===== src/rtl/dcache_refill_ctrl.sv =====
// Data-cache miss / write-through controller with write-allocate refill.
// Optional load-miss counter port miss_cnt_o when MISS_CNT_EN is defined.
module dcache_refill_ctrl #(
  parameter int INDEX_W        = 3,
  parameter int TIMEOUT_CYCLES = 16
) (
  input  logic                 clk,
  input  logic                 rst,
  input  logic                 miss_i,
  input  logic                 wr_i,
  input  logic [31:0]          addr_i,
  input  logic [31:0]          wdata_i,
  output logic                 stall_o,
  output logic                 mem_req_o,
  output logic                 mem_we_o,
  output logic [31:0]          mem_addr_o,
  output logic [31:0]          mem_wdata_o,
  input  logic                 mem_ack_i,
  input  logic [31:0]          mem_rdata_i,
  output logic                 fill_we_o,
  output logic [INDEX_W-1:0]   fill_index_o,
  output logic [29-INDEX_W:0]  fill_tag_o,
  output logic [31:0]          fill_data_o,
  output logic                 err_o
`ifdef MISS_CNT_EN
 ,output logic [31:0]          miss_cnt_o
`endif
);

  localparam int CNT_W = (TIMEOUT_CYCLES > 2) ? $clog2(TIMEOUT_CYCLES) : 1;
  localparam logic [CNT_W-1:0] CNT_LAST = CNT_W'(TIMEOUT_CYCLES - 1);

  typedef enum logic [1:0] {
    IDLE,
    BUSY,
    FILL,
    DONE
  } state_e;

  state_e           state_q;
  logic [CNT_W-1:0] cnt_q;

  assign stall_o = ((state_q == IDLE) && (miss_i || wr_i))
                 || (state_q == BUSY)
                 || (state_q == FILL);

  always_ff @(posedge clk) begin
    if (!rst) begin
      state_q      <= IDLE;
      cnt_q        <= '0;
      mem_req_o    <= 1'b0;
      mem_we_o     <= 1'b0;
      mem_addr_o   <= '0;
      mem_wdata_o  <= '0;
      fill_we_o    <= 1'b0;
      fill_index_o <= '0;
      fill_tag_o   <= '0;
      fill_data_o  <= '0;
      err_o        <= 1'b0;
`ifdef MISS_CNT_EN
      miss_cnt_o   <= '0;
`endif
    end else begin
      unique case (state_q)
        IDLE: begin
          if (wr_i || miss_i) begin
            state_q     <= BUSY;
            cnt_q       <= '0;
            mem_req_o   <= 1'b1;
            mem_we_o    <= wr_i;
            mem_addr_o  <= addr_i & 32'hFFFF_FFFC;
            mem_wdata_o <= wdata_i;
          end
        end
        BUSY: begin
          // An ack on the final counted cycle still completes normally
          if (mem_ack_i) begin
            state_q      <= FILL;
            fill_we_o    <= 1'b1;
            fill_index_o <= mem_addr_o[INDEX_W+1:2];
            fill_tag_o   <= mem_addr_o[31:INDEX_W+2];
            fill_data_o  <= mem_we_o ? mem_wdata_o : mem_rdata_i;
`ifdef MISS_CNT_EN
            if (!mem_we_o) miss_cnt_o <= miss_cnt_o + 32'd1;
`endif
          end else if (cnt_q == CNT_LAST) begin
            state_q <= DONE;
            err_o   <= 1'b1;
          end else begin
            cnt_q <= cnt_q + CNT_W'(1);
          end
          if (mem_ack_i || (cnt_q == CNT_LAST)) begin
            mem_req_o   <= 1'b0;
            mem_we_o    <= 1'b0;
            mem_addr_o  <= '0;
            mem_wdata_o <= '0;
          end
        end
        FILL: begin
          state_q      <= DONE;
          fill_we_o    <= 1'b0;
          fill_index_o <= '0;
          fill_tag_o   <= '0;
          fill_data_o  <= '0;
        end
        DONE: state_q <= IDLE;
        default: state_q <= IDLE;
      endcase
    end
  end

endmodule


===== config.mk =====
export PLATFORM = sky130hd
export DESIGN_NAME = dcache_refill_ctrl
export DESIGN_NICKNAME = d
export VERILOG_FILES = /design/src/rtl/dcache_refill_ctrl.sv
export SDC_FILE = /design/constraint.sdc
export NUM_CORES = 1
export LEC_CHECK = 0
export ABC_AREA = 1
export ABC_CLOCK_PERIOD_IN_PS = 2200
export CORE_AREA = 10 10 129 131
export DETAILED_ROUTE_END_ITERATION = 8
export DIE_AREA = 0 0 139 141
export PLACE_DENSITY = 0.72
export SETUP_SLACK_MARGIN = 0.05
export SYNTH_ARGS = -nofsm -noshare
export SYNTH_HDL_FRONTEND = slang
export SYNTH_SLANG_ARGS = --single-unit

===== constraint.sdc =====
create_clock -name clk -period 2.2 [get_ports clk]
set_input_delay 0.66 -clock clk [delete_from_list [all_inputs] [get_ports clk]]
set_output_delay 0.66 -clock clk [all_outputs]
set_load 0.01 [all_outputs]

# == Word-level counts from Yosys, hierarchy flattened ==
# Index checks and enable logic that the tools add are counted.
# totals
register_bits,136
latch_bits,0
mem_bits_rw,0
rom_bits,0
output_inout_bits,131
memories,0
# classes
add_sub_neg,1
multipliers,0
div_mod_pow,0
magnitude_cmp,0
eq_ne,10
shifts,0
muxes,27
n_bitwise,1
reduce_logical,13
# op_table
op,count
32-bit case mux with 2 select lines,3
32-bit two-way mux,5
27-bit case mux with 2 select lines,1
27-bit two-way mux,1
4-bit two-way mux,3
2-bit case mux with 4 select lines,1
4-bit case mux with 2 select lines,1
2-bit two-way mux,3
"2-bit inequality test, second input constant",3
1-bit case mux with 2 select lines,3
3-bit case mux with 2 select lines,1
3-bit AND reduction,2
"4-bit by 1-bit adder with 4-bit output, second input constant",1
"2-bit equality test, second input constant",2
"4-bit equality test, second input constant",1
1-bit logical OR,4
1-bit two-way mux,4
"2-bit by 1-bit inequality test with 1-bit output, second input constant",2
2-bit AND reduction,2
4-bit AND reduction,1
2-bit nonzero test,2
3-bit two-way mux,1
"3-bit by 2-bit inequality test with 1-bit output, second input constant",1
"2-bit by 1-bit equality test with 1-bit output, second input constant",1
other kinds (3),3

# == Depth between registers and ports, before layout ==
# depth
ltp_word,4
depth_mapped,9

# == Least setup slack after synthesis ==
# No wires, ideal clock.
# synth_path
path_kind,register to output
from,reg state_q[1]
to,out stall_o
arrival_ps,1282
required_time_ps,1540
slack_ps,258
path_stages_with_launch,7
path_buffers,2
path_cell_list,dfxtp_1 > inv_1 > ha_1 > inv_2 > buf_2 > buf_2 > o211ai_1
# synth_between
elab_chain_cells,4
elab_cells_between_ends,6
classes_between,2 x eq/ne; 4 x reduce/logical
# synth_lines
item,line_no,rtl
"start, declared",40,state_e state_q;
"start signal, assigned",49,state_q <= IDLE;
"start signal, assigned",67,state_q <= BUSY;
"start signal, assigned",78,state_q <= FILL;
2-bit logical NOT,43,assign stall_o = ((state_q == IDLE) && (miss_i || wr_i))
1-bit logical AND,43,
1-bit logical OR,44,|| (state_q == BUSY)
1-bit logical OR *,45,|| (state_q == FILL);
"end, declared",13,"output logic stall_o,"
# Mark *: on every way between the ends. The rest lies on a longest branch, timed or not.

# == Worst setup path after layout ==
# layout_path
from,reg state_q[0]
to,out stall_o
# The elaborated chain is that of the path after synthesis.

==> flow_metrics.env <==
export IMPL_cp_end_kind="primary output"
export IMPL_antenna_left=0
export IMPL_grt_total_usage_pct=19.06
export IMPL_synth_xor_area_share_pct=0
export IMPL_timing_critical_path_buf_inv=3
export IMPL_ys_ff_latch=134
export IMPL_internal_power_w=0.006422
export IMPL_initial_utilization_pct=38.76
export IMPL_synth_top_family_by_area="simple AND/OR/NAND/NOR gates"
export IMPL_synth_mux_area_fraction_pct=0
export IMPL_ys_seq_area_share_pct=48.73
export IMPL_cts_sinks=134
export IMPL_whs_path_depth=2
export IMPL_dieArea_um2=19600
export IMPL_p_sw_share_pct=36.75
export IMPL_sequentialPowerShare_pct=32.0
export IMPL_crit_path_start_kind="flip-flop"
export IMPL_setup_tns_ns=0
export IMPL_synth_area_um2=5505
export IMPL_rr_worst_depth=7
export IMPL_critPathRequiredTime_ns=1.54
export IMPL_io_buffer_count=227
export IMPL_cts_buffers=17
export IMPL_path_clk_slew_ns=0.06
export IMPL_die_w_um=139
export IMPL_routed_top_layer="met4"
export IMPL_cp_slowest_cell="dfxtp_1"
export IMPL_fin_cells=1147
export IMPL_path_delay_family="flip-flops"
export IMPL_drt_met1_wl_um=8276
export IMPL_hold_worst_slack_ns=0.4577
export IMPL_drc_errors=0
export IMPL_first_global_vias=5606
export IMPL_synth_top_area_share_pct=48.73
export IMPL_root_buffer="clkbuf_16"
export IMPL_slew_headroom_pct=61.10
export IMPL_power_switching_w=0.003732
export IMPL_antenna_found_initial=1
export IMPL_seq_area_um2=2684
export IMPL_drt_iter0_markers=311
export IMPL_async_flop_share_pct=0
export IMPL_p_per_area_nw_per_um2=1185
export IMPL_ys_top_cells_by_count="239 x nand2_1, 134 x dfxtp_1, 131 x a21oi_1, 66 x nand4_1, 42 x inv_1"
export IMPL_setup_viol=0
export IMPL_grt_max_degree=66
export IMPL_core_um2=14200
export IMPL_post_route_period_util_pct=93.62
export IMPL_grt_overflow_total=0
export IMPL_grt_pass1_wl_um=30840
export IMPL_synth_compound_area_share_pct=15.93
export IMPL_synth_area_leaders="dfxtp_1 49%, nand2_1 16%, a21oi_1 12%"
export IMPL_finish_utilization_pct=60.35
export IMPL_avgRoutedWirePerCell_um=16.98
export IMPL_areaGrowthSynthToFinish_pct=55.70
export IMPL_clock_latency_ns=0.41
export IMPL_route_met3_wl_um=1677
export IMPL_crit_arrival_ns=1.40
export IMPL_min_to="fill_tag_o[5]"
export IMPL_ys_warn_count=0
export IMPL_htree_levels=4
export IMPL_finalHoldViolations=0
export IMPL_wl_met2_um=9162
export IMPL_clk_path_buf_depth=2
export IMPL_synth_area_leader_cell="dfxtp_1"
export IMPL_max_freq_ghz=0.4855
export IMPL_ir_drop_mv=0.7720
export IMPL_synth_edf_count=0
export IMPL_r2r_slack_ns=0.23
export IMPL_reg2reg_from="state_q[1]"
export IMPL_multi_input_area_um2=2354
export IMPL_min_from="fill_tag_o[5]"
export IMPL_holdCritPathClass="reg2reg"
export IMPL_nets=1055
export IMPL_synth_area_per_cell_um2=7.410
export IMPL_via_per_inst=5.017
export IMPL_slew_violations=0
export IMPL_pin_count=232
export IMPL_status="completed"
export IMPL_fillers=1285
export IMPL_combinationalPowerShare_pct=40.6
export IMPL_max_cap_violations=0
export IMPL_yosys_area_share_adder_pct=0.9091
export IMPL_cp_cell_sequence="inv_1, ha_2, inv_1, o211ai_1, buf_2"
export IMPL_crit_cells=5
export IMPL_syn_inst=743
export IMPL_critPathKind="reg2out"
export IMPL_ys_flop_type="dfxtp_1"
export IMPL_wl_um=19480
export IMPL_clock_skew_ns=0.006295
export IMPL_synthSimpleGateAreaFrac_pct=25.64
export IMPL_dp_cells=1115
export IMPL_p_leak_nw=3.140
export IMPL_crit_top_cell="inv_1"
export IMPL_slowest_delay_ns=0.33
export IMPL_power_clock_fraction_pct=27.3
export IMPL_period_minus_slack_ns=2.060
export IMPL_tightest_slew_ns=0.5835
export IMPL_first_pass_iters=4
export IMPL_grt_setup_unrepaired="false"
export IMPL_fin_area_um2=8572
export IMPL_ys_types=23
export IMPL_cts_tree="built"
export IMPL_gp_congestion=0.8223
export IMPL_rows=44
export IMPL_synth_most_common_cell="nand2_1"
export IMPL_dpl_instance_area_um2=7984
export IMPL_cp_max_fo=4
export IMPL_die_h_um=141
export IMPL_r2r_end="mem_addr_o[21]"
export IMPL_dp_hpwl_um=13290
export IMPL_drive_gt1_share_pct=6.549
export IMPL_num_vias=5754
power groups by stage:
stage	Combinational [W]	Clock, W	Sequential, W
finish	0.00412	0.00278	0.00325
detailed placement	0.00416	0	0.00329
floorplan	0.00208	0	0.00347
CTS	0.00417	0.00283	0.00325
global placement	0.00413	0	0.00328
global route	0.00450	0.00292	0.00332
final cells by class:
cell class	count	share of cell area (%)
clock inverter	8	1.153
tap	184	2.686
inverter	47	2.087
sequential	134	31.31
multi-input combinational	502	27.46
antenna	1	0.02919
clock buffer	23	5.576
timing repair buffer	248	29.70
layer usage:
metal / GRT usage (%) / vias to the layer above
li1: - / 2873
met1: 22.61 / 2659
met2: 30.40 / 194
met3: 7.692 / 28
met4: 7.084 / 0
met5: 0 / -
timing repair:
item	CTS	global route
gates resized for setup	5	5
hold buffers	0	0
pin swaps	0	1
setup buffers	0	0
endpoints found under the setup margin	11	3
cells by family (layout without fill, tap and decap cells):
| logic type | after synthesis | count (layout) |
|---|---|---|
| DFF | 134 | 134 |
| adders and majority gates | 4 | 4 |
| and+or+nand+nor | 325 | 325 |
| other | 1 | 3 |
| AOI/OAI and AO/OA | 171 | 171 |
| buffers and inverters | 108 | 326 |
worst max-delay path by stage:
stage,endpoint,startpoint,slack (ns)
4_1_cts,stall_o,wr_i,0.02
2_1_floorplan,stall_o,state_q[1],0.26
6_report,stall_o,state_q[0],0.14
3_5_place_dp,stall_o,wr_i,-0.39
5_1_grt,stall_o,state_q[0],0.06
3_3_place_gp,stall_o,wr_i,-0.39
state kept, by name (all words and copies together) (netlist names):
register	flops
cnt_q	4
err_o	1
fill_data_o	32
fill_index_o	3
fill_tag_o	27
fill_we_o	1
mem_addr_o	30
mem_req_o	1
mem_wdata_o	32
mem_we_o	1
state_q	2
layout by cell type, fill, tap and decap left out, drive strengths merged:
cell / count
dlymetal6s2s: 2
bufinv: 2
buf: 22
nor3: 2
o21ai: 35
o21bai: 3
a21oi: 132
dfxtp: 134
clkinv: 4
clkbuf: 23
nand2: 239
ha: 4
inv: 47
o211ai: 1
clkdlybuf4s50: 224
nand4: 66
conb: 2
clkinvlp: 2
nor2: 11
diode: 1
nand3: 7
through the flow:
step / total power [W] / setup slack [ns]
after floorplan: 0.005550 / 0.2583
after global placement: 0.007406 / -0.3855
after detailed placement: 0.007450 / -0.3945
after CTS: 0.01026 / 0.02120
after global routing: 0.01074 / 0.06124
final: 0.01015 / 0.1403
worst register-to-register path, stage by stage, from the launching register on:
cell and delay, ns:
dfxtp_1 0.35, inv_2 0.06, ha_1 0.21, inv_2 0.06, buf_4 0.40, buf_4 0.47
nand4_1 0.16, a21oi_1 0.19
Note: power is estimated with default switching activity, not from simulation.
